File: src/rtl/cla_adder_16b_reg.sv
// 16-bit two-level carry-lookahead adder with a registered {cout,s}.
// Four 4-bit lookahead groups feed one second-level lookahead unit.

module cla_group4 (
   input  logic [3:0] p,
   input  logic [3:0] g,
   input  logic       ci,
   output logic [3:0] c,
   output logic       pg,
   output logic       gg
);
   // Every in-group carry is a flat sum of products, so there is no ripple inside the group
   assign c[0] = ci;
   assign c[1] = g[0] | (p[0] & ci);
   assign c[2] = g[1] | (p[1] & g[0]) | (p[1] & p[0] & ci);
   assign c[3] = g[2] | (p[2] & g[1]) | (p[2] & p[1] & g[0]) | (p[2] & p[1] & p[0] & ci);
   assign pg   = &p;
   assign gg   = g[3] | (p[3] & g[2]) | (p[3] & p[2] & g[1]) | (p[3] & p[2] & p[1] & g[0]);
endmodule

module cla_adder_16b_reg #(
   parameter int WIDTH = 16,
   parameter int GROUP = 4
) (
   input  logic             clk,
   input  logic             rst_n,
   input  logic [WIDTH-1:0] a,
   input  logic [WIDTH-1:0] b,
   input  logic             cin,
   output logic [WIDTH-1:0] s,
   output logic             cout
);
   localparam int NGRP = WIDTH / GROUP;

   logic [NGRP-1:0][GROUP-1:0] p, g, c;
   logic [NGRP-1:0]            pg, gg;
   logic [NGRP:0]              gc;
   logic [WIDTH-1:0]           s_next;

   assign p = a ^ b;
   assign g = a & b;

   // Second-level lookahead: group carries formed directly from cin, not chained
   assign gc[0] = cin;
   assign gc[1] = gg[0] | (pg[0] & cin);
   assign gc[2] = gg[1] | (pg[1] & gg[0]) | (pg[1] & pg[0] & cin);
   assign gc[3] = gg[2] | (pg[2] & gg[1]) | (pg[2] & pg[1] & gg[0])
                | (pg[2] & pg[1] & pg[0] & cin);
   assign gc[4] = gg[3] | (pg[3] & gg[2]) | (pg[3] & pg[2] & gg[1])
                | (pg[3] & pg[2] & pg[1] & gg[0]) | (pg[3] & pg[2] & pg[1] & pg[0] & cin);

   for (genvar k = 0; k < NGRP; k++) begin : g_grp
      cla_group4 u_grp (
         .p  (p[k]),
         .g  (g[k]),
         .ci (gc[k]),
         .c  (c[k]),
         .pg (pg[k]),
         .gg (gg[k])
      );
   end

   assign s_next = p ^ c;

   always_ff @(posedge clk) begin
      if (!rst_n) begin
         s    <= '0;
         cout <= 1'b0;
      end else begin
         s    <= s_next;
         cout <= gc[NGRP];
      end
   end
endmodule

File: config.mk
export PLATFORM = sky130hd
export DESIGN_NAME = cla_adder_16b_reg
export DESIGN_NICKNAME = d
export VERILOG_FILES = /design/src/rtl/cla_adder_16b_reg.sv
export SDC_FILE = /design/constraint.sdc
export NUM_CORES = 1
export LEC_CHECK = 0
export ABC_AREA = 1
export BUFFER_PORTS_ARGS = -buffer_cell sky130_fd_sc_hd__buf_4
export CORE_ASPECT_RATIO = 0.7
export CORE_MARGIN = 4
export CORE_UTILIZATION = 35
export CTS_BUF_LIST = sky130_fd_sc_hd__clkbuf_16
export DETAILED_ROUTE_END_ITERATION = 6
export PLACE_DENSITY = 0.73
export SLEW_MARGIN = 20
export SYNTH_ARGS = -nofsm -noshare
export SYNTH_HDL_FRONTEND = slang
export SYNTH_SLANG_ARGS = --single-unit
File: constraint.sdc
create_clock -name clk -period 2.46 [get_ports clk]
set_clock_uncertainty 0.05 [all_clocks]
set_input_delay 0.246 -clock clk [delete_from_list [all_inputs] [get_ports clk]]
set_output_delay 0.246 -clock clk [all_outputs]
set_load 0.02 [all_outputs]
==> flow_summary.ini, run 1 <==
[sta]
drv_slew = 0
hold_viol_final = 0
final.min_clock_period_ps = 1740
rsz0062_at_grt = no
fin_tns_setup_ps = 0
worstMarginPinSlew_ps = 326
timing.final.crit_share_pct = 70.9
setup_viol = 0
fmax_mhz = 573
slew_headroom_pct = 78.3

[synth]
synth-seq-cells = 17
syn_area_sq_um = 1200
yosys_warnings = 0
ys_seq_area_share_pct = 28.4
synth_cell_type_count = 21
avgSynthCellArea_sq_um = 7.35
syn_inst = 163
syn_nets = 218

[clocking]
numCtsBuffers = 3
cts_tree = done
cts_resized = 0
clk_pin_slew_ps = 50
cts_setup_buffers = 0
holdBufCountCts = 0
clockBufferDepth = 2
clock-root-buffer = clkbuf_16
cts_max_level = 1
cts_num_sinks = 17

[drt]
drtIter0Drc = 57
finalWirelength_um = 2630
detail-route-antenna-nets = 0
firstDrtPassIters = 4
viasPerCell = 4.25
via_count = 1122
wl_per_cell_um = 9.98
drc = 0

[critical_path]
startpoint_type = input port
cpMostUsedCell = nand2_1
critical_path_arrival_ps = 1830
worstSetupEndpointType = flip-flop
critPathMaxFanout = 5
crit_type = in2reg
max_stage_delay_ps = 390
path_cells = buf_4 > ha_1 > nand2_1 > nand2_1 > nand2_1 > nand2_1 > a21oi_1 > nand2_2 > fa_1 > xnor2_1 > nor2_1
slowest_stage = fa_1
cp.required_ps = 2540

[grt]
antenna_found_initial = 0
grt_max_degree = 14
grt_pass1_vias = 1032
grt_overflow = 0
grt_pass1_wl_um = 4320
track_usage_pct = 12.1

[pwr]
clockPowerShare_pct = 33.3
ir_worst_vdd_mv = 0.231
power_switching_mw = 0.296
sw_frac_of_total_pct = 30.3
power_density_nw_per_um2 = 573
pwr-share-comb_pct = 34.1
internal-power_mw = 0.682
cellLeakagePower_nw = 0.975
power_frac_seq_pct = 32.7

[layout]
fin_area_sq_um = 1710
antenna_cells = 0
drive_above_1_share_pct = 29.0
syn_to_final_growth_pct = 42.4
fin_nets = 273

[placed_design]
postPlaceCellArea_sq_um = 1630
gp_congestion = 0.771
place_hpwl_um = 2240
numPortBuffers = 51

[min_path]
hold_depth = 3
hold_path_class = in2reg

[run_status]
status = finished, final reports clean

[floorplanning]
die_height_um = 56.9
initial_core_util_pct = 37.3
design.die.area_sq_um = 4440
fp.dieW_um = 77.9
core_area_sq_um = 3210
num_rows = 17
io-pin-count = 52

[flow_run]
drv_cap = 0
-- worst max-delay path, delay by kind of cell --
kind	cells	cell delay [ps]
AOI/OAI and AO/OA	1	160
xor gates and xnor gates	1	140
adders and majority gates	2	740
buffers and inverters	1	110
and+or+nand+nor	6	430
-- per-layer routing --
| layer | vias to the layer above | GRT usage, % | routed length (um) |
|---|---|---|---|
| met1 | 463 | 14.9 | 1280 |
| met4 | 0 | 3.74 | 33 |
| li1 | 621 | - | - |
| met2 | 34 | 20.1 | 1110 |
| met5 | - | 0 | 0 |
| met3 | 4 | 4.10 | 207 |
-- cell usage in the layout, fill, tap and decap left out, drive strengths merged --
master	instances
a21o	1
a21oi	11
a221oi	2
a31oi	2
and2	1
and3	1
buf	51
clkbuf	3
clkinv	1
dfxtp	17
fa	4
ha	16
inv	27
nand2	46
nand3	7
nand3b	1
nor2	21
o21ai	1
xnor2	3
xor2	1
-- per-stage QoR --
| step | power, mW | setup slack [ps] | instances | hold slack, ps | util, % |
|---|---|---|---|---|---|
| 2_1_floorplan | 0.531 | 697 | 163 | 334 | - |
| 3_3_place_gp | 0.658 | 415 | 260 | 513 | 50.6 |
| 3_5_place_dp | 0.661 | 442 | 260 | 516 | 50.6 |
| 4_1_cts | 0.993 | 705 | 264 | 256 | 53.1 |
| 5_1_grt | 1.05 | 566 | 264 | 267 | 53.1 |
| 6_report | 0.978 | 716 | 264 | 258 | 53.1 |
-- sequential cells by signal (all words and copies together) (netlist names) --
name	flops
cout	1
s	16
-- cell usage after synthesis --
| library cell | number | area, sq um |
|---|---|---|
| nand2_1 | 41 | 154 |
| inv_1 | 27 | 101 |
| nor2_1 | 19 | 71.3 |
| dfxtp_1 | 17 | 340 |
| ha_1 | 16 | 200 |
| a21oi_1 | 11 | 55.1 |
| nand3_1 | 6 | 30.0 |
| nand2_2 | 5 | 31.3 |
| fa_1 | 4 | 80.1 |
| xnor2_1 | 3 | 26.3 |
| a221oi_1 | 2 | 17.5 |
| a31oi_1 | 2 | 12.5 |
| nor2_2 | 2 | 12.5 |
| a21o_1 | 1 | 7.51 |
| and2_1 | 1 | 6.26 |
| and3_1 | 1 | 6.26 |
| clkbuf_8 | 1 | 13.8 |
| nand3_2 | 1 | 10.0 |
| nand3b_1 | 1 | 7.51 |
| o21ai_0 | 1 | 5.00 |
| xor2_1 | 1 | 8.76 |
-- path summary, 6_finish.rpt --
kind	to	from	slack [ps]
hold / removal	s[12]	rst_n	260
setup / recovery	s[13]	a[5]	720
-- power by group through the flow --
| stage | clock network (mW) | logic [mW] | registers [mW] |
|---|---|---|---|
| finish | 0.325 | 0.333 | 0.319 |
| global placement | 0 | 0.333 | 0.325 |
| floorplan | 0 | 0.162 | 0.370 |
| CTS | 0.336 | 0.337 | 0.320 |
| global route | 0.352 | 0.373 | 0.324 |
| detailed placement | 0 | 0.336 | 0.326 |
-- cells by family after synthesis --
kind of cell             Yosys count  synth area share, %
XOR/XNOR                           4                 2.93
adder cells (fa/ha/maj)           20                 23.4
flip-flops                        17                 28.4
buffers and inverters             28                 9.61
AO/OA/AOI/OAI                     17                 8.15
AND/OR/NAND/NOR                   77                 27.5
-- cell type report --
class	instances	area [sq um]
Multi-Input combinational cell	118	742
Clock inverter	1	5.00
Timing Repair Buffer	51	383
Tap cell	47	58.8
Fill cell	329	1510
Inverter	27	101
Sequential cell	17	340
Clock buffer	3	75.1
(Power assumes the default switching activity.)
==> run 2: changes to the inputs <==
--- a/config.mk
+++ b/config.mk
@@ -5,7 +5,7 @@
 export SDC_FILE = /design/constraint.sdc
 export NUM_CORES = 1
 export LEC_CHECK = 0
-export ABC_AREA = 1
+export ABC_AREA = 0
 export BUFFER_PORTS_ARGS = -buffer_cell sky130_fd_sc_hd__buf_4
 export CORE_ASPECT_RATIO = 0.7
 export CORE_MARGIN = 4
==> constraint.sdc (replaced) <==
create_clock -name clk -period 1.73 [get_ports clk]
set_clock_uncertainty 0.05 [all_clocks]
set_input_delay 0.173 -clock clk [delete_from_list [all_inputs] [get_ports clk]]
set_output_delay 0.173 -clock clk [all_outputs]
set_load 0.02 [all_outputs]
==> run 2 against run 1 <==
Against the previous run: via count increased by 13%; routed wire length increased by 32%; non-clock buffer count increased by 27; largest cell class unchanged; core utilization increased by 11 points; power increased by 64%.
==> flow_summary.ini, run 2 <==
[critical_path]
cp.required_ps = 1820
critPathMaxFanout = 3
crit_type = in2reg
critical_path_arrival_ps = 1760
startpoint_type = input port
worstSetupEndpointType = flip-flop

[flow_run]
drv_cap = 0

[drt]
viasPerCell = 4.87
drtIter0Drc = 49
drc = 0
wl_per_cell_um = 13.4
via_count = 1265
firstDrtPassIters = 4
finalWirelength_um = 3480
detail-route-antenna-nets = 0

[synth]
synth-edff-count = 0
async_reset_ff_share_pct = 0
yosysMostFrequentCell = dfxtp_1
synth-seq-cells = 17
syn_nets = 188
synth_top_area_share_pct = 27.6
syn_area_sq_um = 1230
ys.flop_type = dfxtp_1
synthTopCellsByCount = 17 x dfxtp_1, 16 x ha_1, 15 x nor2_1
avgSynthCellArea_sq_um = 9.26
yosys.area.top_type = dfxtp_1
ys_seq_area_share_pct = 27.6
synth.area.top_cells = dfxtp_1 28%, ha_1 16%, fa_1 6.5%, a21oi_1 4.9%, nor2_1 4.6%
yosys_warnings = 0
synth_cell_type_count = 39
syn_inst = 133

[sta]
slew_headroom_pct = 72.7
rsz0062_at_grt = no
final.min_clock_period_ps = 1670
worstMarginPinSlew_ps = 409
drv_slew = 0
fmax_mhz = 598
setup_viol = 0
fin_ws_ps = 58.4
hold_viol_final = 0
timing.final.crit_share_pct = 96.6

[pwr]
ir_worst_vdd_mv = 0.358
power_density_nw_per_um2 = 768
power_mw = 1.60
cellLeakagePower_nw = 0.979

[layout]
antenna_cells = 0
final_cell_mix = 78 x buf_4, 17 x dfxtp_1, 15 x nor2_1, 10 x a21oi_1, 9 x ha_1
largest_register_ffs = 16
reg_top3 = s: 16 flops, cout: 1 flops
fillers = 270
drive_above_1_share_pct = 51.2
fin_nets = 269
final_common_cell = buf_4
top_register = s
syn_to_final_growth_pct = 69.4

[clocking]
clk_pin_slew_ps = 60
cts_num_sinks = 17
cts_tree = done
clock-root-buffer = clkbuf_16
clockBufferDepth = 2
numCtsBuffers = 3
cts_max_level = 1

[grt]
met1_usage_pct = 19.2
grt_pass1_vias = 1258
grt-busiest-layer = met2
antenna_found_initial = 0
grt_pass1_wl_um = 5670
grt_overflow = 0
use_met2_pct = 27.1
grt_max_degree = 13
track_usage_pct = 15.9
grt_use_met3_pct = 5.12

[floorplanning]
design.die.area_sq_um = 4550
core_area_sq_um = 3250
num_rows = 17
fp.dieW_um = 78.9
die_height_um = 57.6
initial_core_util_pct = 37.8
io-pin-count = 52

[min_path]
hold_path_class = in2reg

[placed_design]
numPortBuffers = 51
gp_congestion = 0.821
place_hpwl_um = 2900
dpl_worst_slack_ps = -196

[run_status]
status = finished, final reports clean
-- run 2: critical path, stage by stage --
cell      delay [ps]
buf_4            120
ha_4             240
a211oi_4         230
o21ai_2          110
a22oi_2          210
o21ai_2           90
fa_2             430
and2_1           160
-- run 2: final cells by class --
cell class	count	area, sq um	area share (%)
clock inverter	1	5.00	0.240
multi-input combinational	109	1000	48.1
clock buffer	3	75.1	3.60
tap	47	58.8	2.82
inverter	5	18.8	0.900
sequential	17	340	16.3
timing repair buffer	78	586	28.1
-- run 2: path summary, 6_finish.rpt --
kind / from / to / slack (ps) / cells after the start
worst max-delay path: a[0] / s[12] / 60 / 8
worst min-delay path: rst_n / cout / 180 / 2
-- run 2: routing by layer --
metal  routed length [um]  up-vias
met1                 1560      579
li1                     -      644
met3                  226        6
met2                 1640       36
met5                    0        -
met4                   48        0
-- run 2: metrics by stage --
step | utilization, % | hold slack (ps) | instances | instance area [sq um] | TNS [ps]
floorplan | - | 373 | 133 | 1350 | -57.2
global placement | 61.2 | 442 | 256 | 1990 | -1200
detailed placement | 61.2 | 442 | 256 | 1990 | -1350
CTS | 63.6 | 179 | 260 | 2070 | 0
global route | 64.1 | 192 | 260 | 2090 | 0
finish | 64.1 | 180 | 260 | 2090 | 0
-- run 2: cells by family after synthesis --
group,share of synthesized area [%]
flops,27.6
xor+xnor,6.40
buf+inv,2.13
simple gates,17.9
mux,0.813
compound gates,22.4
fa+ha+maj,22.8
-- run 2: timing repair --
item,in CTS,in global routing
setup endpoints to repair,0,2
hold buffers,0,0
gates resized for setup,0,3
buffers inserted,0,0
-- run 2: power breakdown --
group	switching [mW]	internal, mW	total [mW]
combinational	0.323	0.347	0.670
clock	0.162	0.310	0.472
sequential	0.0150	0.445	0.460
total	0.501	1.10	1.60
==> run 3: changes to the inputs <==
--- a/config.mk
+++ b/config.mk
@@ -5,9 +5,8 @@
 export SDC_FILE = /design/constraint.sdc
 export NUM_CORES = 1
 export LEC_CHECK = 0
-export ABC_AREA = 0
+export ABC_AREA = 1
 export BUFFER_PORTS_ARGS = -buffer_cell sky130_fd_sc_hd__buf_4
-export CORE_ASPECT_RATIO = 0.7
 export CORE_MARGIN = 4
 export CORE_UTILIZATION = 35
 export CTS_BUF_LIST = sky130_fd_sc_hd__clkbuf_16
==> constraint.sdc (replaced) <==
create_clock -name clk -period 1.8 [get_ports clk]
set_clock_uncertainty 0.05 [all_clocks]
set_input_delay 0.18 -clock clk [delete_from_list [all_inputs] [get_ports clk]]
set_output_delay 0.18 -clock clk [all_outputs]
set_load 0.02 [all_outputs]
==> run 3 against run 2 <==
Against the previous run: combinational power decreased by 27%; die area decreased by 2.7%; count of clock-buffer cells in the layout unchanged; first-iteration DRC count decreased by 24%; clock power decreased by 4%; non-clock buffer count decreased by 16; power down 14%; core utilization is 7.4 points lower; cell count is 4.6% higher; routed wire length is 26% lower; setup slack better by 140 ps; via count down 5.1%; largest power group unchanged; highest routed layer unchanged.
==> flow_summary.ini, run 3 (synthesis gave the netlist of run 1 again) <==
[sta]
fin_tns_setup_ps = 0
timing.final.crit_share_pct = 89.0
worstMarginPinSlew_ps = 324
fmax_mhz = 624
setup_viol = 0
drv_slew = 0
rsz0062_at_grt = no
hold_viol_final = 0
slew_headroom_pct = 78.4
fin_ws_ps = 198
final.min_clock_period_ps = 1600

[grt]
grt_pass1_wl_um = 4350
grt_overflow = 0
antenna_found_initial = 0
track_usage_pct = 12.8
grt_max_degree = 14
grt_pass1_vias = 1129

[layout]
reg_top3 = s: 16 flops, cout: 1 flops
antenna_cells = 0
fin_area_sq_um = 1790
fin_nets = 284
top_register = s
drive_above_1_share_pct = 32.5
syn_to_final_growth_pct = 49.2
largest_register_ffs = 16
final_cell_mix = 62 x buf_4, 41 x nand2_1, 27 x inv_1, 19 x nor2_1, 17 x dfxtp_1
final_common_cell = buf_4

[clocking]
cts_num_sinks = 17
cts_resized = 0
holdBufCountCts = 0
cts_tree = done
clock-root-buffer = clkbuf_16
clk_pin_slew_ps = 50
clockBufferDepth = 2
cts_max_level = 1
numCtsBuffers = 3
cts_setup_buffers = 0

[critical_path]
path_buf_inv = 2
critical-path-top-delay-family = adder cells
path_cells = buf_4 > ha_1 > nand2_1 > inv_1 > nand3_1 > nand2_2 > nand2_1 > nand2_2 > fa_1 > xnor2_1 > nor2_1
crit_type = in2reg
critPathMaxFanout = 4
slowest_stage = fa_1
max_stage_delay_ps = 380
worstSetupEndpointType = flip-flop
cp.required_ps = 1890
critical_path_arrival_ps = 1690
startpoint_type = input port

[drt]
detail-route-antenna-nets = 0
viasPerCell = 4.42
firstDrtPassIters = 4
wl_per_cell_um = 9.52
drtIter0Drc = 37
finalWirelength_um = 2590
via_count = 1201
drc = 0

[placed_design]
postPlaceCellArea_sq_um = 1700
dpl_worst_slack_ps = -76.6
gp_congestion = 0.846
numPortBuffers = 51
place_hpwl_um = 2250

[floorplanning]
die_height_um = 66.5
num_rows = 20
io-pin-count = 52
design.die.area_sq_um = 4420
initial_core_util_pct = 38.0
fp.dieW_um = 66.5
core_area_sq_um = 3150

[pwr]
power_mw = 1.38
ir_worst_vdd_mv = 0.599
power_density_nw_per_um2 = 772
cellLeakagePower_nw = 1.03

[min_path]
holdPathEnd = s[8]
hold_path_class = in2reg
holdCritStartpoint = rst_n
hold_depth = 3

[run_status]
status = finished, final reports clean

[flow_run]
drv_cap = 0
==> run 3: cell types whose count changed in the layout (fill, tap and decap cells not counted), sizes merged, moves of 3 or more <==
cell	previous run	this run
nand2	7	46
nor2	15	21
buf	78	62
o21ai	8	1
nand3	2	7
a211oi	3	0
xor2	5	1
nor3	4	0
nand2b	3	0
inv	5	27
==> run 3: report_power, final <==
group | total [mW] | leakage [nW] | switching (mW) | internal (mW)
sequential | 0.437 | 0.142 | 0.0127 | 0.424
combinational | 0.490 | 0.846 | 0.251 | 0.238
clock | 0.453 | 0.0371 | 0.154 | 0.300
==> run 3: final cells by class <==
| class | instances | area, sq um |
|---|---|---|
| multi-input cells | 118 | 742 |
| well taps | 44 | 55.1 |
| clock buffers | 3 | 75.1 |
| repair buffers | 62 | 465 |
| inverters | 27 | 101 |
| flip-flops and latches | 17 | 340 |
| clock inverters | 1 | 7.51 |
| fillers | 322 | 1370 |
==> run 3: tightest hold or removal path: stages <==
cell and delay (ps):
buf_4 170, nand2_1 60, inv_1 40
==> run 3: per-stage QoR <==
stage | hold slack, ps | std cells | utilization, %
floorplan | 268 | 163 | -
global placement | 436 | 268 | 54.0
detailed placement | 437 | 268 | 54.0
CTS | 175 | 272 | 56.7
global route | 183 | 272 | 56.7
finish | 182 | 272 | 56.7
==> run 3: layer usage <==
| layer | part of all wire [%] | wire length (um) | vias up | GRT usage [%] |
|---|---|---|---|---|
| li1 | - | - | 644 | - |
| met1 | 41 | 1060 | 519 | 14.0 |
| met2 | 49 | 1270 | 33 | 22.1 |
| met3 | 8.8 | 228 | 5 | 5.40 |
| met4 | 1.4 | 36 | 0 | 4.57 |
| met5 | 0 | 0 | - | 0 |
==> run 3: how the worst max path moves through the flow <==
stage          from    end  slack [ps]  cells after the start
2_1_floorplan  a[5]  s[13]         100                     10
3_3_place_gp   a[3]   s[9]         -60                     11
3_5_place_dp   a[7]  s[13]         -80                     11
4_1_cts        a[3]   s[9]         190                     11
5_1_grt        a[3]   s[5]          70                     10
6_report       a[3]   s[9]         200                     11
